==> config.mk <==
export PLATFORM = sky130hd
export DESIGN_NAME = player_state_fsm
export DESIGN_NICKNAME = d
export VERILOG_FILES = /design/src/rtl/footsies_pkg.sv /design/src/rtl/button_sync.sv /design/src/rtl/player_state_fsm.sv
export SDC_FILE = /design/constraint.sdc
export NUM_CORES = 1
export LEC_CHECK = 0
export CAP_MARGIN = 0
export CORE_UTILIZATION = 47
export DETAILED_ROUTE_END_ITERATION = 8
export GPL_ROUTABILITY_DRIVEN = 0
export PLACE_DENSITY = 0.69
export RECOVER_POWER = 50
export SYNTH_ARGS = -nofsm -noshare
export SYNTH_HDL_FRONTEND = slang
export SYNTH_SLANG_ARGS = --single-unit
export TNS_END_PERCENT = 30
==> constraint.sdc <==
create_clock -name clk -period 1.9 [get_ports clk]
set_input_delay 0.57 -clock clk [delete_from_list [all_inputs] [get_ports clk]]
set_output_delay 0.57 -clock clk [all_outputs]
set_load 0.1 [all_outputs]
==> src/rtl/footsies_pkg.sv <==
// Shared definitions for the footsies player logic: character state encoding
// (fixed values, the sprite renderer decodes them) and default frame counts.
package footsies_pkg;

  typedef enum logic [2:0] {
    S_IDLE            = 3'd0,
    S_BACKWARD        = 3'd1,
    S_FORWARD         = 3'd2,
    S_ATTACK_START    = 3'd3,
    S_ATTACK_ACTIVE   = 3'd4,
    S_ATTACK_RECOVERY = 3'd5
  } state_t;

  localparam int COUNT_W                 = 6;
  localparam int DEFAULT_START_FRAMES    = 5;
  localparam int DEFAULT_ACTIVE_FRAMES   = 2;
  localparam int DEFAULT_RECOVERY_FRAMES = 16;

  // fwd and back arrive already made mutually exclusive
  function automatic state_t move_decode(input logic fwd, input logic back);
    if (fwd) begin
      return S_FORWARD;
    end else if (back) begin
      return S_BACKWARD;
    end
    return S_IDLE;
  endfunction

endpackage

==> src/rtl/button_sync.sv <==
// Two-flop synchronizer for one raw button, with an optional rising-edge pulse
// taken from the synchronized level (EDGE_EN=0 drives rise low).
module button_sync #(
  parameter bit EDGE_EN = 1'b0
) (
  input  logic clk,
  input  logic rst_n,
  input  logic async_in,
  output logic sync_out,
  output logic rise
);

  logic meta_q;
  logic sync_q;

  always_ff @(posedge clk or negedge rst_n) begin
    if (!rst_n) begin
      meta_q <= 1'b0;
      sync_q <= 1'b0;
    end else begin
      meta_q <= async_in;
      sync_q <= meta_q;
    end
  end

  assign sync_out = sync_q;

  generate
    if (EDGE_EN) begin : g_edge
      logic prev_q;

      always_ff @(posedge clk or negedge rst_n) begin
        if (!rst_n) begin
          prev_q <= 1'b0;
        end else begin
          prev_q <= sync_q;
        end
      end

      assign rise = sync_q & ~prev_q;
    end else begin : g_no_edge
      assign rise = 1'b0;
    end
  endgenerate

endmodule

==> src/rtl/player_state_fsm.sv <==
// Per-player character state machine, advancing once per frame_tick.
// Define ATTACK_BUFFER_EN to let one attack press during recovery chain a new attack.
module player_state_fsm
  import footsies_pkg::*;
#(
  parameter int START_FRAMES    = DEFAULT_START_FRAMES,
  parameter int ACTIVE_FRAMES   = DEFAULT_ACTIVE_FRAMES,
  parameter int RECOVERY_FRAMES = DEFAULT_RECOVERY_FRAMES,
  parameter int FACING_RIGHT    = 1
) (
  input  logic       clk,
  input  logic       rst_n,
  input  logic       btn_left,
  input  logic       btn_right,
  input  logic       btn_attack,
  input  logic       frame_tick,
  output logic [2:0] state,
  output logic       hitbox_en,
  output logic       busy
);

  localparam logic [COUNT_W-1:0] START_LOAD    = COUNT_W'(START_FRAMES - 1);
  localparam logic [COUNT_W-1:0] ACTIVE_LOAD   = COUNT_W'(ACTIVE_FRAMES - 1);
  localparam logic [COUNT_W-1:0] RECOVERY_LOAD = COUNT_W'(RECOVERY_FRAMES - 1);

  logic left_s;
  logic right_s;
  logic attack_rise;
  logic left_rise_unused;
  logic right_rise_unused;
  logic attack_level_unused;

  button_sync #(.EDGE_EN(1'b0)) u_sync_left (
    .clk      (clk),
    .rst_n    (rst_n),
    .async_in (btn_left),
    .sync_out (left_s),
    .rise     (left_rise_unused)
  );

  button_sync #(.EDGE_EN(1'b0)) u_sync_right (
    .clk      (clk),
    .rst_n    (rst_n),
    .async_in (btn_right),
    .sync_out (right_s),
    .rise     (right_rise_unused)
  );

  button_sync #(.EDGE_EN(1'b1)) u_sync_attack (
    .clk      (clk),
    .rst_n    (rst_n),
    .async_in (btn_attack),
    .sync_out (attack_level_unused),
    .rise     (attack_rise)
  );

  logic fwd_raw;
  logic back_raw;
  logic fwd;
  logic back;

  assign fwd_raw = (FACING_RIGHT != 0) ? right_s : left_s;
  assign back_raw = (FACING_RIGHT != 0) ? left_s : right_s;
  assign fwd  = fwd_raw & ~back_raw;
  assign back = back_raw & ~fwd_raw;

  state_t             state_q;
  state_t             state_d;
  logic [COUNT_W-1:0] count_q;
  logic [COUNT_W-1:0] count_d;
  logic               attack_req;
  logic               buffered;

  // Every tick consumes the request; a new edge in the same cycle survives it.
  always_ff @(posedge clk or negedge rst_n) begin
    if (!rst_n) begin
      attack_req <= 1'b0;
    end else if (attack_rise) begin
      attack_req <= 1'b1;
    end else if (frame_tick) begin
      attack_req <= 1'b0;
    end
  end

`ifdef ATTACK_BUFFER_EN
  logic buf_q;

  always_ff @(posedge clk or negedge rst_n) begin
    if (!rst_n) begin
      buf_q <= 1'b0;
    end else if (frame_tick && state_q == S_ATTACK_RECOVERY && count_q == '0) begin
      buf_q <= 1'b0;
    end else if (attack_rise && state_q == S_ATTACK_RECOVERY) begin
      buf_q <= 1'b1;
    end
  end

  assign buffered = buf_q;
`else
  assign buffered = 1'b0;
`endif

  always_comb begin
    state_d = state_q;
    count_d = count_q;
    case (state_q)
      S_IDLE, S_BACKWARD, S_FORWARD: begin
        if (attack_req) begin
          state_d = S_ATTACK_START;
          count_d = START_LOAD;
        end else begin
          state_d = move_decode(fwd, back);
        end
      end
      S_ATTACK_START: begin
        if (count_q != '0) begin
          count_d = count_q - 1'b1;
        end else begin
          state_d = S_ATTACK_ACTIVE;
          count_d = ACTIVE_LOAD;
        end
      end
      S_ATTACK_ACTIVE: begin
        if (count_q != '0) begin
          count_d = count_q - 1'b1;
        end else begin
          state_d = S_ATTACK_RECOVERY;
          count_d = RECOVERY_LOAD;
        end
      end
      S_ATTACK_RECOVERY: begin
        if (count_q != '0) begin
          count_d = count_q - 1'b1;
        end else if (buffered) begin
          state_d = S_ATTACK_START;
          count_d = START_LOAD;
        end else begin
          state_d = move_decode(fwd, back);
        end
      end
      default: begin
        state_d = S_IDLE;
        count_d = '0;
      end
    endcase
  end

  // Flags are decoded from the next state so they switch on the same edge as state.
  always_ff @(posedge clk or negedge rst_n) begin
    if (!rst_n) begin
      state_q   <= S_IDLE;
      count_q   <= '0;
      hitbox_en <= 1'b0;
      busy      <= 1'b0;
    end else if (frame_tick) begin
      state_q   <= state_d;
      count_q   <= count_d;
      hitbox_en <= (state_d == S_ATTACK_ACTIVE);
      busy      <= (state_d == S_ATTACK_START) || (state_d == S_ATTACK_ACTIVE) ||
                   (state_d == S_ATTACK_RECOVERY);
    end
  end

  assign state = state_q;

endmodule
==> flow_summary.ini <==
[placement]
portBuffers = 10
dp.cells = 142
place_hpwl_um = 1434

[critical_path]
crit_slowest_cell = dfrtp_1
path_class = flip-flop to flip-flop
critPathArrivalTime_ns = 2.01
path_cells = inv_1 -> ha_1 -> and4bb_2 -> and2_2 -> nand2_1 -> o221a_2 -> a211oi_1
endpoint_kind = flip-flop
cp.required_ns = 2.14
cp_top_family = simple AND/OR/NAND/NOR gates
worstSetupStartpointType = flip-flop
path_buf_inv = 1
crit_fanout = 4
slowest_delay_ns = 0.43

[die]
rows = 16
ios = 11
dieArea_sq_um = 2268
coreArea_sq_um = 1962
die_y_um = 47.63
die_w_um = 47.63
start_util_pct = 49.87

[timing]
skew_ns = 0.001862
worst_pin_slew_ns = 0.9842
setup_tns_ns = 0
finalSetupViolations = 0
fmax_mhz = 564.4
maxSlewHeadroom_pct = 34.39
rsz0062_at_grt = no
post-route-period-util_pct = 93.26
holdWs_ns = 0.3606
fin_crit_ns = 1.772
drv_slew = 0
hold_violations = 0

[clocking]
clockRootBuffer = clkbuf_4
cts_max_level = 1
cts.repair.resized = 0
clk_latency_ns = 0.31
cts.clk_slew.worst_paths_ns = 0.11
cts_max_path_buffers = 2
cts_buffers = 3
clock_sinks = 19
cts_tree = yes
cts_setup_buffers = 0
ctsHoldBuffers = 0

[detailed_routing]
drtAntennaViolNets = 0
routed_via_density = 5.692
vias = 831
drt_iter0_markers = 35
drt-total-wl_um = 1957
wl_per_cell_um = 13.40
firstDrtPassIters = 4
drc = 0

[synthesis]
synth-compound-area-share_pct = 20.08
synthXorXnorAreaFrac_pct = 1.790
synth_most_common_cell = dfrtp_1
netlist_area_sq_um = 978.4
synth_seq_cells = 19
yosysTopAreaCellShare_pct = 48.59
yosys_warnings = 0
synth_cell_types = 34
synth_fa_ha_area_share_pct = 1.279
synthFlopType = dfrtp_1
synth_commonest_cells = dfrtp_1 (19), nor2_1 (16), nand2_1 (9)
synthArstFlopShare_pct = 100.0
yosys.area_share.simple_pct = 23.40
synthCells = 106
synth_edf_count = 0
synth_top_family_by_area = simple AND/OR/NAND/NOR gates
synth-seq-area-share_pct = 48.59
synthMuxAreaShare_pct = 1.151
avgSynthCellArea_sq_um = 9.231
synth_nets = 113
synth_top_area_cell = dfrtp_1
ys_top_cells_by_area = dfrtp_1 (49%), nor2_1 (6.1%), a21oi_1 (4.1%)

[layout]
stdcell_count = 146
drive_gt1_share_pct = 15.13
antenna_cells = 0
nets = 127
fillers = 186
syn_to_final_growth_pct = 22.38

[global_route]
grt.total_usage_pct = 20.50
grt_pass1_vias = 717
grt_max_degree = 20
grt-ovfl-total = 0
grt_pass1_wl_um = 3139
antenna_found_initial = 0

[pwr]
peakVddDrop_mv = 1.024
p_per_area_nw_per_um2 = 1859
p_leak_nw = 0.5114

[run]
maxCapViolCount = 0

[hold_path]
hold_class = flip-flop to flip-flop

[run_status]
run_status = finished clean
## final cells by class
type	count	area [sq um]	share of cell area, %
Timing Repair Buffer	13	168.9	14.11
Inverter	5	18.77	1.567
Multi-Input combinational cell	78	466.7	38.98
Clock buffer	3	22.52	1.881
Clock inverter	1	7.507	0.6270
Tap cell	27	33.78	2.821
Sequential cell	19	479.2	40.02
## metal layers
layer / track usage [%] / part of all wire (%)
met5: 0 / 0
met4: 10.00 / 1.6
met3: 3.396 / 5.3
met2: 30.68 / 44
met1: 28.84 / 49
## state kept, by name (all words and copies together), names as in the netlist
name	count
count_q	6
u_sync_left.meta_q	1
u_sync_right.sync_out	1
state	3
u_sync_attack.sync_out	1
u_sync_attack.meta_q	1
busy	1
u_sync_right.meta_q	1
attack_req	1
u_sync_attack.g_edge.prev_q	1
u_sync_left.sync_out	1
hitbox_en	1
## worst paths after layout
kind	from	to	slack, ns	cells after the start
setup reg to reg	count_q[0]$_DFFE_PN0P_	hitbox_en$_DFFE_PN0P_	0.13	7
hold reg to reg	u_sync_attack.meta_q$_DFF_PN0_	u_sync_attack.sync_out$_DFF_PN0_	0.36	0
hold / removal	u_sync_attack.meta_q$_DFF_PN0_	u_sync_attack.sync_out$_DFF_PN0_	0.36	0
max in group asynchronous	rst_n	state[0]$_DFFE_PN0P_	0.33	2
setup / recovery	count_q[0]$_DFFE_PN0P_	hitbox_en$_DFFE_PN0P_	0.13	7
min in group asynchronous	rst_n	state[1]$_DFFE_PN0P_	0.92	2
## through the flow
step / cell area [sq um] / utilization, % / worst slack [ns] / total power [mW]
finish: 1197 / 61.03 / 0.1281 / 2.226
global route: 1197 / 61.03 / 0.003358 / 2.372
CTS: 1201 / 61.22 / 0.1233 / 2.232
detailed placement: 1171 / 59.69 / 0.09933 / 2.002
global placement: 1171 / 59.69 / 0.09988 / 1.996
floorplan: 982.2 / - / 0.1468 / 1.599
## cell families after synthesis
| group | Yosys count |
|---|---|
| flops | 19 |
| mux | 1 |
| fa+ha+maj | 1 |
| simple gates | 45 |
| buf+inv | 9 |
| compound gates | 29 |
| xor+xnor | 2 |
## where the power goes
| part | internal (mW) | switching [mW] |
|---|---|---|
| sequential | 0.522 | 0.192 |
| clock | 0.0806 | 0.139 |
| combinational | 0.515 | 0.778 |
## cell usage in the layout, fill, tap and decap left out, drive strengths merged, types with 2 or more instances in the layout
master and count:
a211oi 2, a21o 2, a21oi 8, a31oi 2
buf 7, clkbuf 4, dfrtp 19, dlygate4sd3 4
inv 5, nand2 9, nand2b 3, nand3 2
nand3b 3, nor2 16, nor2b 3, nor3 2
o21ai 6, or3 2, xor2 2
No activity file was read; power rests on OpenSTA's default activity.
